$ cat src/rtl/sipo_deframer_pkg.sv
`default_nettype none
// ============================================================================
// Package     : sipo_pkg
// Description : Shared types and defaults for the SIPO deframer.
// Revision    : 1.0 - initial release
// ============================================================================
package sipo_pkg;

    localparam int DEFAULT_WIDTH = 4;

    typedef enum logic [0:0] {
        IDLE  = 1'b0,
        SHIFT = 1'b1
    } sipo_state_t;

endpackage : sipo_pkg
`default_nettype wire

$ cat src/rtl/sipo_deframer_if.sv
`default_nettype none
// ============================================================================
// Interface   : sipo_deframer_if
// Description : Serial input and parallel valid/ready output bundle.
// Revision    : 1.0 - initial release
// ============================================================================
interface sipo_deframer_if #(
    parameter int WIDTH = 4
);
    logic             serial_in;
    logic             shift_en;
    logic             sync;
    logic             data_ready;
    logic             ovr_clr;
    logic [WIDTH-1:0] data_out;
    logic             data_valid;
    logic             overrun;
    logic             busy;

    modport master (
        output serial_in, shift_en, sync, data_ready, ovr_clr,
        input  data_out, data_valid, overrun, busy
    );

    modport slave (
        input  serial_in, shift_en, sync, data_ready, ovr_clr,
        output data_out, data_valid, overrun, busy
    );
endinterface : sipo_deframer_if
`default_nettype wire

$ cat src/rtl/sipo_deframer_shift.sv
`default_nettype none
// ============================================================================
// Module      : sipo_shift
// Description : Shift register and bit counter; flags the completing take.
// Revision    : 1.0 - initial release
// ============================================================================
module sipo_shift
    import sipo_pkg::*;
#(
    parameter int WIDTH = DEFAULT_WIDTH
) (
    input  wire logic             clk,
    input  wire logic             clear,
    input  wire logic             serial_in_i,
    input  wire logic             take_i,
    input  wire logic             sync_i,
    output logic      [WIDTH-1:0] word_o,
    output logic                  done_o
);
    localparam int CW = $clog2(WIDTH + 1);

    logic [WIDTH-1:0] sr_q, sr_d;
    logic [CW-1:0]    cnt_q, cnt_d;
    logic [CW-1:0]    cnt_inc;

    always_comb begin
        sr_d    = sr_q;
        cnt_d   = cnt_q;
        cnt_inc = cnt_q;
        done_o  = 1'b0;
        if (take_i) begin
            if (sync_i) begin
                sr_d    = WIDTH'(serial_in_i);
                cnt_inc = CW'(1);
            end else begin
                sr_d    = (sr_q << 1) | WIDTH'(serial_in_i);
                cnt_inc = cnt_q + CW'(1);
            end
            if (cnt_inc == CW'(WIDTH)) begin
                done_o = 1'b1;
                cnt_d  = '0;
            end else begin
                cnt_d  = cnt_inc;
            end
        end
    end

    // The completed word is the post-shift image, so it is valid on done_o.
    assign word_o = sr_d;

    always_ff @(posedge clk or negedge clear) begin
        if (!clear) begin
            sr_q  <= '0;
            cnt_q <= '0;
        end else begin
            sr_q  <= sr_d;
            cnt_q <= cnt_d;
        end
    end
endmodule : sipo_shift
`default_nettype wire

$ cat src/rtl/sipo_deframer.sv
`default_nettype none
// ============================================================================
// Module      : sipo_deframer
// Description : Sync-aligned serial-to-parallel receiver with valid/ready out.
// Revision    : 1.0 - initial release
// ============================================================================
module sipo_deframer
    import sipo_pkg::*;
#(
    parameter int WIDTH = DEFAULT_WIDTH
) (
    input  wire logic      clk,
    input  wire logic      clear,
    sipo_deframer_if.slave bus
);
    sipo_state_t      state_q, state_d;
    logic [WIDTH-1:0] data_q, data_d;
    logic             valid_q, valid_d;
    logic             ovr_q, ovr_d;
    logic             w_take;
    logic             w_done;
    logic [WIDTH-1:0] w_word;

    assign w_take = bus.shift_en && (bus.sync || (state_q == SHIFT));

    sipo_shift #(.WIDTH(WIDTH)) u_shift (
        .clk        (clk),
        .clear      (clear),
        .serial_in_i(bus.serial_in),
        .take_i     (w_take),
        .sync_i     (bus.sync),
        .word_o     (w_word),
        .done_o     (w_done)
    );

    always_comb begin
        state_d = state_q;
        data_d  = data_q;
        valid_d = valid_q;
        ovr_d   = ovr_q;

        if (w_take) begin
            state_d = w_done ? IDLE : SHIFT;
        end

        if (bus.ovr_clr) begin
            ovr_d = 1'b0;
        end

        // Overrun set is evaluated after the clear so that set wins.
        if (w_done) begin
            if (!valid_q || bus.data_ready) begin
                data_d  = w_word;
                valid_d = 1'b1;
            end else begin
                ovr_d   = 1'b1;
            end
        end else if (valid_q && bus.data_ready) begin
            valid_d = 1'b0;
        end
    end

    always_ff @(posedge clk or negedge clear) begin
        if (!clear) begin
            state_q <= IDLE;
            data_q  <= '0;
            valid_q <= 1'b0;
            ovr_q   <= 1'b0;
        end else begin
            state_q <= state_d;
            data_q  <= data_d;
            valid_q <= valid_d;
            ovr_q   <= ovr_d;
        end
    end

    assign bus.data_out   = data_q;
    assign bus.data_valid = valid_q;
    assign bus.overrun    = ovr_q;
    assign bus.busy       = (state_q == SHIFT);
endmodule : sipo_deframer
`default_nettype wire

$ cat src/flat_wrapper.sv
// flat-port wrapper written by rule: the top's interface ports become plain ports
module sipo_deframer_flat import sipo_pkg::*;
#(
    parameter int WIDTH = DEFAULT_WIDTH
)
  (clk, clear, bus_serial_in, bus_shift_en, bus_sync, bus_data_ready, bus_ovr_clr, bus_data_out, bus_data_valid, bus_overrun, bus_busy);
  sipo_deframer_if #(.WIDTH(WIDTH)) bus_i ();
  input  wire logic clk;
  input  wire logic clear;
  input wire logic [$bits(bus_i.serial_in)-1:0] bus_serial_in;
  input wire logic [$bits(bus_i.shift_en)-1:0] bus_shift_en;
  input wire logic [$bits(bus_i.sync)-1:0] bus_sync;
  input wire logic [$bits(bus_i.data_ready)-1:0] bus_data_ready;
  input wire logic [$bits(bus_i.ovr_clr)-1:0] bus_ovr_clr;
  output wire logic [$bits(bus_i.data_out)-1:0] bus_data_out;
  output wire logic [$bits(bus_i.data_valid)-1:0] bus_data_valid;
  output wire logic [$bits(bus_i.overrun)-1:0] bus_overrun;
  output wire logic [$bits(bus_i.busy)-1:0] bus_busy;
  assign bus_i.serial_in = bus_serial_in;
  assign bus_i.shift_en = bus_shift_en;
  assign bus_i.sync = bus_sync;
  assign bus_i.data_ready = bus_data_ready;
  assign bus_i.ovr_clr = bus_ovr_clr;
  assign bus_data_out = bus_i.data_out;
  assign bus_data_valid = bus_i.data_valid;
  assign bus_overrun = bus_i.overrun;
  assign bus_busy = bus_i.busy;
  sipo_deframer #(.WIDTH(WIDTH)) u_core (.clk(clk), .clear(clear), .bus(bus_i));
endmodule
$ cat config.mk
export PLATFORM = sky130hd
export DESIGN_NAME = sipo_deframer_flat
export DESIGN_NICKNAME = d
export VERILOG_FILES = /design/src/rtl/sipo_deframer_pkg.sv /design/src/rtl/sipo_deframer_if.sv /design/src/rtl/sipo_deframer_shift.sv /design/src/rtl/sipo_deframer.sv /design/src/flat_wrapper.sv
export SDC_FILE = /design/constraint.sdc
export NUM_CORES = 1
export LEC_CHECK = 0
export CELL_PAD_IN_SITES_DETAIL_PLACEMENT = 1
export CELL_PAD_IN_SITES_GLOBAL_PLACEMENT = 1
export CORE_AREA = 3 3 46 48
export CTS_BUF_LIST = sky130_fd_sc_hd__clkbuf_8 sky130_fd_sc_hd__clkbuf_16
export DETAILED_ROUTE_END_ITERATION = 7
export DIE_AREA = 0 0 49 51
export GPL_TIMING_DRIVEN = 0
export HOLD_SLACK_MARGIN = 0.12
export PLACE_DENSITY = 0.77
export SLEW_MARGIN = 20
export SYNTH_ARGS = -nofsm -noshare
export SYNTH_HDL_FRONTEND = slang
export SYNTH_SLANG_ARGS = --single-unit
$ cat constraint.sdc
create_clock -name clk -period 2.8 [get_ports clk]
set_clock_uncertainty 0.1 [all_clocks]
set_input_delay 0.56 -clock clk [delete_from_list [all_inputs] [get_ports clk]]
set_output_delay 0.56 -clock clk [all_outputs]
set_load 0.05 [all_outputs]
==> flow_summary.toml <==
[outcome]
outcome = "completed"

[cts]
cts.sink_count = 14
ctsHoldBuffers = 0
cts_setup_buffers = 0
clk_path_buf_depth = 2
numCtsBuffers = 3
cts_resized = 0
clk_pin_slew_ps = 60
insertion_delay_ps = 250
htree_num_levels = 1
cts_tree = "yes"
root_buffer = "clkbuf_8"

[routing]
wl_per_cell_microns = 15.19
initialDrtViolationCount = 4
vias = 523
first_pass_iters = 2
ant_nets = 0
vias_per_cell = 5.178
drc = 0
routed_wl_microns = 1534

[cells_and_area]
nets = 85
fillCellCount = 193
multi_input_area_sq_um = 312.8
n_antenna_cell = 0
layout-drive-gt1-share = 0.1711
final-seq-area_sq_um = 350.3
area_delta_synth_final_pct = 30.89

[placed_design]
gp_congestion = 0.7163
portBuffers = 13
place_hpwl_microns = 1077
preCtsSetupSlack_ps = 469.6

[synth]
ys_types = 22
synth_compound_area_frac = 0.1143
ys_async_sr_fraction = 1.000
ys_ff_latch = 14
synth_mux_area_frac = 0.1071
synth_top_family_by_area = "simple AND/OR/NAND/NOR gates"
yosysSeqAreaShare = 0.5000
synthSimpleGateAreaFrac = 0.1946
synthXorXnorAreaFrac = 0.01250
synth-adder-area-share = 0.01786
netlist_instances = 59
netlist_area_sq_um = 700.7
synth_ff_type = "dfrtp_1"
ys_warn_count = 0
synth_edf_count = 0
synth_fp_nets = 67
syn_avg_cell_area_sq_um = 11.88

[timing]
finalHoldViolations = 0
report.final.slew_viol_count = 0
fin_tns_setup_ps = 0
slew_headroom = 0.5744
worst_pin_slew_ps = 636.5
setup_viol = 0
fin_crit_ps = 2062
rsz0062_at_grt = "no"
min_period_over_period = 0.7364
max_freq_mhz = 485.0
final.setup.worst_slack_ps = 738.2

[global_route]
track_usage = 0.1391
grt_overflow = 0
grt_pass1_vias = 550
grt_max_degree = 15
grt_pass1_wl_microns = 2587
grt_antenna_before_repair = 0

[power]
seqPwrFrac = 0.329
fin_total_pwr_uw = 964.0
clkPwrFrac = 0.212
internal-power_uw = 584.4
switching_share = 0.3938
leakage_nw = 0.3991
peakVddDrop_mv = 0.5599
comb_power_share = 0.459
cellPowerDensity_nw_per_um2 = 1051
p_sw_uw = 379.6

[die]
start_util = 0.4014
dieArea_sq_um = 2499
rows = 15
io_pins = 14
die_h_microns = 51
die_x_microns = 49
core_area_sq_um = 1745

[worst_hold_path]
whs_path_depth = 1
hold_class = "register to register"

[critical_path]
path_delay_family = "buffers and inverters"
cp.buffers_inverters = 1
arrival_ps = 1400
cp.required_ps = 2140
crit_slowest_cell = "clkdlybuf4s50_1"
critical_path_depth = 1
cp-start-kind = "register"
crit_fanout = 2
cp_slowest_stage_delay_ps = 800
reg2regPathDepth = 4
end_kind = "output port"
worstPathCellList = "clkdlybuf4s50_1"
crit_type = "register to output port"

[flow_run]
drv_cap = 0
-- registers in the layout, indices dropped and copies added (netlist names) --
signal / flops
u_core.bus.overrun: 1
u_core.bus.data_out: 4
u_core.u_shift.cnt_q: 3
u_core.u_shift.sr_q: 4
u_core.bus.data_valid: 1
u_core.bus.busy: 1
-- path summary, 6_finish.rpt --
check	start	endpoint	slack [ps]
worst max-delay path	u_core.bus.data_out[0]	bus_data_out[0]	740
worst min-delay path	u_core.bus.data_out[2]	u_core.bus.data_out[2]	410
worst max register to register	u_core.u_shift.cnt_q[0]	u_core.bus.data_out[2]	970
worst min register to register	u_core.bus.data_out[2]	u_core.bus.data_out[2]	410
max in group asynchronous	clear	u_core.bus.data_out[1]	1590
min in group asynchronous	clear	u_core.u_shift.cnt_q[2]	600
-- cell families after synthesis --
family | Yosys count
simple gates | 19
flops | 14
compound gates | 11
buf+inv | 8
mux | 5
xor+xnor | 1
fa+ha+maj | 1
-- routing by layer --
metal  GRT usage  routed length (microns)
met1      0.1636                      703
met2      0.2376                      752
met3     0.03207                       58
met4     0.07109                       20
met5           0                        0
-- metrics by stage --
stage / std cells / utilization / hold slack, ps / instance area (sq um)
6_report: 101 / 0.5254 / 409.8 / 917.1
5_1_grt: 101 / 0.5254 / 442.6 / 917.1
4_1_cts: 101 / 0.5254 / 414.4 / 917.1
3_5_place_dp: 97 / 0.4939 / 396.2 / 862.1
3_3_place_gp: 97 / 0.4939 / 389.9 / 862.1
2_1_floorplan: 59 / - / 164.4 / 700.7
-- cells in the mapped netlist, types with 2 or more instances --
cell      instances  area (sq um)
dfrtp_1          14         350.3
inv_1             6         22.52
mux2_4            5         75.07
nand2b_1          5         31.28
nand3_1           5         25.02
o21ai_0           3         15.01
o221ai_1          3         26.28
buf_4             2         15.01
nand2_1           2         7.510
nor2b_1           2         12.51
-- power by group through the flow --
stage | logic, mW | registers (mW) | clock network [mW]
2_1_floorplan | 0.206 | 0.428 | 0
3_3_place_gp | 0.433 | 0.316 | 0
3_5_place_dp | 0.442 | 0.320 | 0
4_1_cts | 0.446 | 0.318 | 0.204
5_1_grt | 0.473 | 0.329 | 0.214
6_report | 0.442 | 0.317 | 0.204
-- placed cells by master (no fill, tap or decap) --
master           instances
clkdlybuf4s50_1         13
o21ai_0                  3
a311o_1                  1
or3b_1                   1
mux2_4                   5
o21ai_1                  1
inv_1                    6
and4bb_4                 1
nand3b_4                 1
o2bb2ai_1                1
or2_1                    1
nor2b_1                  2
ha_1                     1
xor2_1                   1
nand3_1                  5
o22ai_1                  1
buf_4                    2
nand2_1                  2
dfrtp_1                 14
nor4b_1                  1
o221ai_1                 3
nand2b_1                 5
a22o_1                   1
clkbuf_8                 4
-- layout make-up --
class,count,share of cell area
sequential,14,0.3820
timing repair buffer,13,0.1419
tap,25,0.03411
inverter,6,0.02456
multi-input combinational,37,0.3411
clock buffer,4,0.06003
buffer,2,0.01637
Power figures use the tool's default switching activity.
==> patch (same settings) <==
Change the package constant `DEFAULT_WIDTH` from 4 to 8.
--- a/src/rtl/sipo_deframer_pkg.sv
+++ b/src/rtl/sipo_deframer_pkg.sv
@@ -7,5 +7,5 @@
 package sipo_pkg;
 
-    localparam int DEFAULT_WIDTH = 4;
+    localparam int DEFAULT_WIDTH = 8;
 
     typedef enum logic [0:0] {
Interface: changed (resized bus_data_out); port bits go from 14 to 18. No check against the original RTL was run, so the function may have changed too.
==> patch against the original RTL <==
  * Area after synthesis increased by 46%
  * Cell area increased by 38%
  * Total power decreased by 20%
  * Utilization increased by 20 points
  * Combinational power decreased by 60%
  * Worst setup slack got worse by 390 ps
  * Global-route usage increased by 17 points
  * Sequential cell count increased by 9
  * Count of clock-buffer cells in the layout decreased by 1
  * First-iteration DRC count increased to 3.8 times the old value
  * Routed wire length increased by 120%
  * Register-to-register slack got worse by 550 ps
  * Non-clock buffer count increased by 6
  * Cell count increased by 30%
  * Critical endpoint is now u_core.bus.data_out[1]
  * Largest cell class unchanged
==> patch: results (changes against the original RTL) <==
[worst_setup_path]
path_max_fanout=8  ; +6
reg2reg_depth=6  ; +2
cp_slowest_cell=clkdlybuf4s50_1
crit_family=buffers and inverters
worst_ep_arrival_time_ps=2490  ; +1090 ps
r2r_start=u_core.u_shift.cnt_q[0]
timing.rr.end=u_core.bus.data_out[1]
rrSetupSlack_ps=420  ; -550 ps
cp_slowest_stage_delay_ps=630  ; -170 ps

[drt]
routedWlPerCell_um=26.0  ; +71%
firstDrtPassIters=4  ; +2
drtIter0Drc=15  ; +11
via_per_inst=6.37  ; +23%

[synthesis]
synth_area_leaders=dfrtp_1, mux2_2, o2bb2ai_1
syn-num-nets=93  ; +39%
synth_warnings=0  ; unchanged
synth_ff_type=dfrtp_1
ys_seq_area_frac=0.564  ; +0.0637
async_reset_ff_frac=1.00  ; unchanged
ys_top_cells_by_count=dfrtp_1, mux2_2, a21oi_1
yosysUniqueCellTypes=26  ; +18%
avgSynthCellArea_um2=12.0  ; +1.1%

[clock_tree]
clock_path_buffers=2  ; unchanged
clk_pin_slew_worst_paths_ps=80  ; +20 ps
cts_inserted_buffers=3  ; unchanged
cts_resized=0  ; unchanged
post_cts.repair.setup_buffers=0  ; unchanged
clk_latency_ps=260
htree_levels=1  ; unchanged
root_buffer=clkbuf_8

[hold_path]
hold_path.class=flop to flop
min_from=u_core.bus.data_out[4]
hold_depth=1  ; unchanged
min_to=u_core.bus.data_out[4]

[global_route]
grt_pass1_wl_mm=5.46  ; +110%
grt_antenna_before_repair=0  ; unchanged
grt_use_total=0.309  ; +0.170
grt-ovfl-total=0  ; unchanged
grt_pass1_vias=954  ; +73%
grt_max_degree=24  ; +9

[placed_design]
gp_congestion=0.817  ; +14%
port_buffers=17  ; +4
place_area_um2=1220  ; +42%
place_hpwl_mm=1.95  ; +81%
place_ws_ps=185  ; -284 ps

[finish]
fillCellCount=171  ; -11%
fin_nets=115  ; +35%
diodes=0  ; unchanged
drive_gt1_frac=0.142  ; -0.0295
final_cell_count_no_fill=131  ; +30%

[power]
p_leak_uw=0.000543  ; +36%
ir_drop_v=0.000430  ; -23%

[sta]
holdWs_ps=421  ; +10.9 ps
worst_pin_slew_ps=1010  ; +378 ps

[status]
status=finished, final reports clean

## patch: final cells by class
class	instances	area, um^2	area share
Sequential cell	23	576	0.454
Multi-Input combinational cell	56	414	0.327
Timing Repair Buffer	17	170	0.134
Clock buffer	3	41.3	0.0326
Tap cell	25	31.3	0.0247
Buffer	4	23.8	0.0188
Inverter	2	7.51	0.00592
Clock inverter	1	3.75	0.00296
## patch: cells by family (layout without fill, tap and decap cells)
family	Yosys count	after routing	share of synthesized area
flip-flops	23	23	0.564
AND/OR/NAND/NOR	21	21	0.120
XOR/XNOR	2	2	0.0172
AO/OA/AOI/OAI	23	23	0.157
buffers and inverters	6	27	0.0306
adder cells (fa/ha/maj)	1	1	0.0123
multiplexers	9	9	0.0993
## patch: layer usage
| layer | track usage | vias up | routed length, um |
|---|---|---|---|
| met5 | 0 | - | 0 |
| met4 | 0.152 | 0 | 123 |
| met3 | 0.0612 | 12 | 195 |
| met2 | 0.559 | 42 | 1790 |
| met1 | 0.349 | 434 | 1300 |
| li1 | - | 347 | - |
## patch: power breakdown
group	total, uW	leakage [uW]	switching, uW	internal (uW)
clock network	202	0.0000269	104	97.9
logic	176	0.000210	109	67.0
registers	394	0.000306	33.6	360
## patch: worst max-delay path by stage
stage | from | end | slack, ps | depth (start not counted)
finish | bus_shift_en | u_core.bus.data_out[1] | 350 | 6
global route | u_core.u_shift.cnt_q[0] | u_core.bus.data_out[1] | 280 | 6
CTS | bus_shift_en | u_core.bus.data_out[1] | 390 | 6
detailed placement | bus_shift_en | u_core.bus.data_out[3] | 190 | 6
global placement | bus_shift_en | u_core.bus.data_out[7] | 270 | 6
floorplan | u_core.u_shift.cnt_q[0] | u_core.bus.data_out[0] | 820 | 6
